## config.mk

```make
export PLATFORM = sky130hd
export DESIGN_NAME = cpu_sequencer_flat
export DESIGN_NICKNAME = d
export VERILOG_FILES = /design/src/rtl/cpu_pkg.sv /design/src/rtl/cpu_sequencer_if.sv /design/src/rtl/cpu_decoder.sv /design/src/rtl/cpu_sequencer.sv /design/src/flat_wrapper.sv
export SDC_FILE = /design/constraint.sdc
export NUM_CORES = 1
export LEC_CHECK = 0
export CAP_MARGIN = 20
export CELL_PAD_IN_SITES_DETAIL_PLACEMENT = 1
export CELL_PAD_IN_SITES_GLOBAL_PLACEMENT = 1
export CORE_MARGIN = 4
export CORE_UTILIZATION = 27
export DETAILED_ROUTE_END_ITERATION = 7
export HOLD_SLACK_MARGIN = 0.05
export PLACE_DENSITY = 0.74
export SLEW_MARGIN = 20
export SYNTH_ARGS = -nofsm -noshare
export SYNTH_HDL_FRONTEND = slang
export SYNTH_SLANG_ARGS = --single-unit
```

## constraint.sdc

```tcl
create_clock -name clk -period 2.11 [get_ports clk]
set_clock_uncertainty 0.2 [all_clocks]
set_input_delay 0.3165 -clock clk [delete_from_list [all_inputs] [get_ports clk]]
set_output_delay 0.3165 -clock clk [all_outputs]
set_load 0.05 [all_outputs]
```

## src/rtl/cpu_pkg.sv

```systemverilog
// rtl/cpu_pkg.sv - shared types and field positions for the two-byte-instruction CPU sequencer
package cpu_pkg;

  localparam int DATA_W = 8;
  localparam int ADDR_W = 8;
  localparam int REG_W  = 4;

  localparam int OP_MSB = 15;
  localparam int OP_LSB = 12;
  localparam int R1_MSB = 11;
  localparam int R1_LSB = 8;
  localparam int B2_MSB = 7;
  localparam int B2_LSB = 0;
  localparam int RB_MSB = 7;
  localparam int RB_LSB = 4;
  localparam int RD_MSB = 3;
  localparam int RD_LSB = 0;

  localparam logic [ADDR_W-1:0] PC_STEP = 8'd2;

  typedef enum logic [3:0] {
    OP_NOP  = 4'b0000,
    OP_LDI  = 4'b0001,
    OP_LDM  = 4'b0010,
    OP_STM  = 4'b0011,
    OP_ADD  = 4'b1000,
    OP_HALT = 4'b1111
  } opcode_e;

  typedef enum logic [1:0] {
    S_FETCH,
    S_EXEC,
    S_MEM,
    S_HALT
  } state_e;

endpackage

```

## src/rtl/cpu_sequencer_if.sv

```systemverilog
// rtl/cpu_sequencer_if.sv - data-memory req/ack bus between the sequencer and memory
interface cpu_sequencer_if;
  import cpu_pkg::*;

  logic              mem_req;
  logic              mem_we;
  logic [ADDR_W-1:0] mem_addr;
  logic [DATA_W-1:0] mem_wdata;
  logic [DATA_W-1:0] mem_rdata;
  logic              mem_ack;

  modport master (
    output mem_req, mem_we, mem_addr, mem_wdata,
    input  mem_rdata, mem_ack
  );

  modport slave (
    input  mem_req, mem_we, mem_addr, mem_wdata,
    output mem_rdata, mem_ack
  );

endinterface

```

## src/rtl/cpu_decoder.sv

```systemverilog
// rtl/cpu_decoder.sv - combinational decode of the latched instruction word
module cpu_decoder
  import cpu_pkg::*;
(
  input  logic [15:0]       ir_i,
  output opcode_e           op_o,
  output logic [REG_W-1:0]  r1_o,
  output logic [REG_W-1:0]  rb_o,
  output logic [REG_W-1:0]  rd_o,
  output logic [DATA_W-1:0] b2_o,
  output logic              illegal_op_o
);

  always_comb begin
    op_o         = OP_NOP;
    illegal_op_o = 1'b0;
    case (ir_i[OP_MSB:OP_LSB])
      OP_NOP, OP_LDI, OP_LDM, OP_STM, OP_ADD, OP_HALT:
        op_o = opcode_e'(ir_i[OP_MSB:OP_LSB]);
      default:
        illegal_op_o = 1'b1;
    endcase

    r1_o = ir_i[R1_MSB:R1_LSB];
    rd_o = ir_i[RD_MSB:RD_LSB];
    b2_o = ir_i[B2_MSB:B2_LSB];
    // Port B only carries a real operand for ADD; park it on R0 otherwise.
    rb_o = (op_o == OP_ADD) ? ir_i[RB_MSB:RB_LSB] : '0;
  end

endmodule

```

## src/rtl/cpu_sequencer.sv

```systemverilog
// rtl/cpu_sequencer.sv - multi-cycle FETCH/EXEC/MEM/HALT control unit owning PC, IR and the memory timeout
module cpu_sequencer
  import cpu_pkg::*;
#(
  parameter int MEM_TIMEOUT = 15
) (
  input  logic               clk,
  input  logic               reset,
  output logic [ADDR_W-1:0]  rom_address,
  input  logic [DATA_W-1:0]  opcode1,
  input  logic [DATA_W-1:0]  opcode2,
  output logic [REG_W-1:0]   rf_raddr_a,
  output logic [REG_W-1:0]   rf_raddr_b,
  input  logic [DATA_W-1:0]  rf_rdata_a,
  input  logic [DATA_W-1:0]  rf_rdata_b,
  output logic               rf_we,
  output logic [REG_W-1:0]   rf_waddr,
  output logic [DATA_W-1:0]  rf_wdata,
  output logic               halted,
  output logic               illegal,
  output logic               bus_error,
  cpu_sequencer_if.master    mem
);

  localparam int CNT_W = $clog2(MEM_TIMEOUT + 1);
  localparam logic [CNT_W-1:0] CNT_LAST = CNT_W'(MEM_TIMEOUT - 1);

  state_e             state_q, state_d;
  logic [ADDR_W-1:0]  pc_q, pc_d;
  logic [15:0]        ir_q, ir_d;
  logic [CNT_W-1:0]   cnt_q, cnt_d;

  opcode_e            op;
  logic [REG_W-1:0]   r1, rb, rd;
  logic [DATA_W-1:0]  b2;
  logic               illegal_op;

  cpu_decoder u_decoder (
    .ir_i         (ir_q),
    .op_o         (op),
    .r1_o         (r1),
    .rb_o         (rb),
    .rd_o         (rd),
    .b2_o         (b2),
    .illegal_op_o (illegal_op)
  );

  always_ff @(posedge clk) begin
    if (reset) begin
      state_q <= S_FETCH;
      pc_q    <= '0;
      ir_q    <= '0;
      cnt_q   <= '0;
    end else begin
      state_q <= state_d;
      pc_q    <= pc_d;
      ir_q    <= ir_d;
      cnt_q   <= cnt_d;
    end
  end

  assign rom_address = pc_q;
  assign rf_raddr_a  = r1;
  assign rf_raddr_b  = rb;

  always_comb begin
    state_d       = state_q;
    pc_d          = pc_q;
    ir_d          = ir_q;
    cnt_d         = '0;
    rf_we         = 1'b0;
    rf_waddr      = r1;
    rf_wdata      = b2;
    halted        = 1'b0;
    illegal       = 1'b0;
    bus_error     = 1'b0;
    mem.mem_req   = 1'b0;
    mem.mem_we    = 1'b0;
    mem.mem_addr  = b2;
    mem.mem_wdata = rf_rdata_a;

    case (state_q)
      S_FETCH: begin
        ir_d    = {opcode1, opcode2};
        pc_d    = pc_q + PC_STEP;
        state_d = S_EXEC;
      end
      S_EXEC: begin
        illegal = illegal_op;
        state_d = S_FETCH;
        case (op)
          OP_LDI:         rf_we = 1'b1;
          OP_ADD: begin
            rf_we    = 1'b1;
            rf_waddr = rd;
            rf_wdata = rf_rdata_a + rf_rdata_b;
          end
          OP_LDM, OP_STM: state_d = S_MEM;
          OP_HALT:        state_d = S_HALT;
          default:        ;
        endcase
      end
      S_MEM: begin
        mem.mem_req = 1'b1;
        mem.mem_we  = (op == OP_STM);
        // An ack arriving on the final allowed cycle still completes the access.
        if (mem.mem_ack) begin
          if (op == OP_LDM) begin
            rf_we    = 1'b1;
            rf_wdata = mem.mem_rdata;
          end
          state_d = S_FETCH;
        end else if (cnt_q == CNT_LAST) begin
          bus_error = 1'b1;
          state_d   = S_FETCH;
        end else begin
          cnt_d = cnt_q + 1'b1;
        end
      end
      S_HALT: halted = 1'b1;
      default: state_d = S_FETCH;
    endcase
  end

endmodule

```

## src/flat_wrapper.sv

```systemverilog
// flat-port wrapper written by rule: the top's interface ports become plain ports
module cpu_sequencer_flat import cpu_pkg::*;
#(
  parameter int MEM_TIMEOUT = 15
)
  (clk, reset, rom_address, opcode1, opcode2, rf_raddr_a, rf_raddr_b, rf_rdata_a, rf_rdata_b, rf_we, rf_waddr, rf_wdata, halted, illegal, bus_error, mem_mem_req, mem_mem_we, mem_mem_addr, mem_mem_wdata, mem_mem_rdata, mem_mem_ack);
  cpu_sequencer_if mem_i ();
  input  logic clk;
  input  logic reset;
  output logic [ADDR_W-1:0] rom_address;
  input  logic [DATA_W-1:0] opcode1;
  input  logic [DATA_W-1:0] opcode2;
  output logic [REG_W-1:0] rf_raddr_a;
  output logic [REG_W-1:0] rf_raddr_b;
  input  logic [DATA_W-1:0] rf_rdata_a;
  input  logic [DATA_W-1:0] rf_rdata_b;
  output logic rf_we;
  output logic [REG_W-1:0] rf_waddr;
  output logic [DATA_W-1:0] rf_wdata;
  output logic halted;
  output logic illegal;
  output logic bus_error;
  output wire logic [$bits(mem_i.mem_req)-1:0] mem_mem_req;
  output wire logic [$bits(mem_i.mem_we)-1:0] mem_mem_we;
  output wire logic [$bits(mem_i.mem_addr)-1:0] mem_mem_addr;
  output wire logic [$bits(mem_i.mem_wdata)-1:0] mem_mem_wdata;
  input wire logic [$bits(mem_i.mem_rdata)-1:0] mem_mem_rdata;
  input wire logic [$bits(mem_i.mem_ack)-1:0] mem_mem_ack;
  assign mem_mem_req = mem_i.mem_req;
  assign mem_mem_we = mem_i.mem_we;
  assign mem_mem_addr = mem_i.mem_addr;
  assign mem_mem_wdata = mem_i.mem_wdata;
  assign mem_i.mem_rdata = mem_mem_rdata;
  assign mem_i.mem_ack = mem_mem_ack;
  cpu_sequencer #(.MEM_TIMEOUT(MEM_TIMEOUT)) u_core (.clk(clk), .reset(reset), .rom_address(rom_address), .opcode1(opcode1), .opcode2(opcode2), .rf_raddr_a(rf_raddr_a), .rf_raddr_b(rf_raddr_b), .rf_rdata_a(rf_rdata_a), .rf_rdata_b(rf_rdata_b), .rf_we(rf_we), .rf_waddr(rf_waddr), .rf_wdata(rf_wdata), .halted(halted), .illegal(illegal), .bus_error(bus_error), .mem(mem_i));
endmodule
```

==> results.yml <==
synth:
  synth_cell_types: 48
  async_flop_share_pct: 0
  syn_avg_cell_area_um2: 8.240
  synthesis.area_mm2: 0.002110
  ys.flop_type: "dfxtp_1"
  ys_seq_area_share_pct: 27.52
  syn_inst: 256
  synth_enable_flop_cells: 0
  synth.yosys.warnings: 0
  synth-seq-cells: 29
  synth_nets: 315
global_route:
  track_usage_pct: 18.30
  grt_pass1_vias: 2614
  antenna_found_initial: 0
  gr-total-overflow: 0
  grt_pass1_wl_mm: 13.34
  grt_max_degree: 21
final_layout:
  area_delta_synth_final_pct: 104.8
  layout-drive-gt1-share_pct: 50.13
  final_util_pct: 58.32
  filler_cell_count: 805
  diodes: 0
  nets: 445
  design_area_mm2: 0.004320
  final-instance-count-excl-fill: 486
cts:
  cts_hold_buf: 0
  cts.sinks: 29
  htree_levels: 2
  cts_made_buffers: 5
  path_clk_slew_ns: 0.07
  clkLatencyLatePin_ns: 0.28
  clock_path_buffers: 2
  cts_tree: "done"
  root_buffer: "clkbuf_8"
route:
  wl_mm: 8.876
  vias: 2401
  first_iter_violations: 78
  ant_nets: 0
  first_pass_iters: 4
  wire_per_inst_um: 18.26
  drc_errors: 0
  via_per_inst: 4.940
sta:
  finalSetupViolations: 17
  finalCriticalPeriod_ns: 2.555
  relSlewSlack_pct: 63.65
  final.period_utilization_pct: 121.1
  hold_violations: 0
  grt_setup_unrepaired: "true"
  fin_ws_ns: -0.4453
  fmax_ghz: 0.3913
  slew_viol_final: 0
  worstMarginPinSlew_ns: 0.5444
floorplan:
  ioPinCount: 93
  fp.dieW_um: 96.39
  start_util_pct: 28.47
  core_area_mm2: 0.007408
  die_height_um: 96.39
  rows: 31
  die_area_mm2: 0.009291
critical_path:
  slowest_stage: "fa_2"
  crit_arrival_ns: 2.04
  worstSetupEndpointType: "output pin"
  crit_type: "in2out"
  required_ns: 1.59
  critPathBufInv: 3
  worstSetupStartpointType: "primary input"
  crit_family: "compound AO/OA/AOI/OAI gates"
  critical_path.max_fanout: 3
  slowest_delay_ns: 0.41
  worstPathCellList: "buf_6 -> buf_6 -> fa_2 -> a21o_1 -> a21oi_2 -> o41ai_2 -> o31ai_2 -> a31oi_4 -> buf_12"
  path_common_cell: "buf_6"
placed_design:
  place.gp.congestion: 0.9064
  place_inst: 461
  hpwl_mm: 5.977
  dpl-instance-area_mm2: 0.003666
  portBuffers: 91
run_status:
  status: "complete, but fails checks"
  violations: "setup timing"
job:
  cap_violations: 0
power:
  power_density_mw_per_mm2: 522.6
  power_leakage_nw: 1.919
  finalPower_mw: 2.258
  ir_drop_mv: 0.2664
worst_hold_path:
  hold_class: "reg2reg"
==> repair_timing <==
action | CTS | global route
gates cloned | 1 | 0
pin swaps | 29 | 20
endpoints found under the setup margin | 18 | 19
setup buffers | 12 | 5
gates resized for setup | 125 | 32
==> path summary, 6_finish.rpt <==
kind	from	endpoint	slack, ns	cells past startpoint
worst max-delay path	rf_rdata_b[1]	rf_wdata[6]	-0.45	9
worst max register to register	u_core.state_q[1]	u_core.state_q[1]	0.34	6
worst min-delay path	u_core.cnt_q[0]	u_core.cnt_q[0]	0.28	1
worst min register to register	u_core.cnt_q[0]	u_core.cnt_q[0]	0.28	1
==> power breakdown <==
group / switching (mW) / internal, mW / total, mW
Combinational: 0.536 / 0.502 / 1.04
Clock: 0.210 / 0.385 / 0.595
Sequential: 0.0435 / 0.581 / 0.624
Total: 0.790 / 1.47 / 2.26
==> worst reg2reg max path, stage by stage (launching register included) <==
cell,delay (ns)
dfxtp_2,0.32
buf_4,0.14
ha_4,0.16
buf_4,0.14
a31oi_1,0.28
mux2_2,0.38
nor2_1,0.08
==> final cells by class <==
type	instances	area [um^2]	share of cell area (%)
inverters	10	37.54	0.8688
clock buffers	7	86.33	1.998
repair buffers	154	1687	39.04
flip-flops and latches	29	589.3	13.64
clock inverters	1	30.03	0.6950
multi-input cells	186	1767	40.89
well taps	99	123.9	2.867
==> layer usage <==
| metal | vias to the layer above | share of wire, % | track usage, % |
|---|---|---|---|
| met5 | - | 0 | 0 |
| met4 | 0 | 2.0 | 5.023 |
| met3 | 12 | 4.5 | 3.098 |
| met2 | 68 | 54 | 33.06 |
| met1 | 1191 | 40 | 22.25 |
| li1 | 1130 | - | - |
==> flip-flops by register name (all words and copies together) (netlist names) <==
register / count
u_core.cnt_q: 4
u_core.ir_q: 16
u_core.rom_address: 7
u_core.state_q: 2
==> placed cells by master (no fill, tap or decap), types with 5 or more instances in the layout <==
| cell type | count |
|---|---|
| dfxtp_1 | 24 |
| nand2_1 | 10 |
| buf_12 | 27 |
| buf_6 | 19 |
| clkdlybuf4s50_1 | 39 |
| xor2_1 | 5 |
| nor2_1 | 30 |
| a22o_4 | 5 |
| inv_1 | 7 |
| ha_4 | 10 |
| clkbuf_8 | 6 |
| mux2i_1 | 17 |
| ha_1 | 5 |
| buf_2 | 6 |
| o21ai_0 | 7 |
| xnor2_1 | 5 |
| buf_4 | 53 |
| nand2_2 | 10 |
==> synthesized netlist by cell type (all sizes together), types with 2 or more instances <==
| library cell | n | area share (%) |
|---|---|---|
| nand4 | 4 | 1.2 |
| o31ai | 2 | 0.71 |
| nor3 | 2 | 0.47 |
| or3 | 2 | 0.59 |
| nand2 | 23 | 4.2 |
| xnor2 | 7 | 2.9 |
| a22oi | 2 | 0.71 |
| clkbuf | 4 | 0.71 |
| inv | 10 | 1.8 |
| a211oi | 4 | 1.7 |
| o21ai | 14 | 3.3 |
| and3 | 2 | 0.59 |
| nor3b | 3 | 1.3 |
| mux2i | 17 | 8.1 |
| nor2 | 32 | 5.8 |
| dfxtp | 29 | 28 |
| nand2b | 3 | 1.2 |
| o41ai | 2 | 0.83 |
| buf | 27 | 9.5 |
| xor2 | 5 | 2.1 |
| ha | 15 | 8.9 |
| a31oi | 5 | 1.5 |
| a21o | 4 | 1.4 |
| a22o | 7 | 2.9 |
| nand3 | 5 | 1.2 |
| and2 | 4 | 1.2 |
| a21oi | 10 | 2.6 |
==> cell families after synthesis <==
family                     count (synthesis)  share of synthesized area [%]
DFF                                       29                          27.52
muxes                                     18                          8.600
AOI/OAI and AO/OA                         55                          17.56
adders and majority gates                 16                          9.846
other                                      1                         0.1778
xor gates and xnor gates                  12                          4.982
and+or+nand+nor                           84                          19.34
buffers and inverters                     41                          11.98
==> per-stage QoR <==
stage               setup WS [ns]  TNS, ns  hold slack, ns
global route              -0.5097   -5.514          0.2997
global placement          -0.9012   -5.329          0.2450
detailed placement        -0.9585   -5.736          0.2676
CTS                       -0.4480   -3.798          0.2852
finish                    -0.4453   -4.518          0.2789
floorplan                 -0.2473  -0.5471          0.2300
No activity file was read; power rests on OpenSTA's default activity.
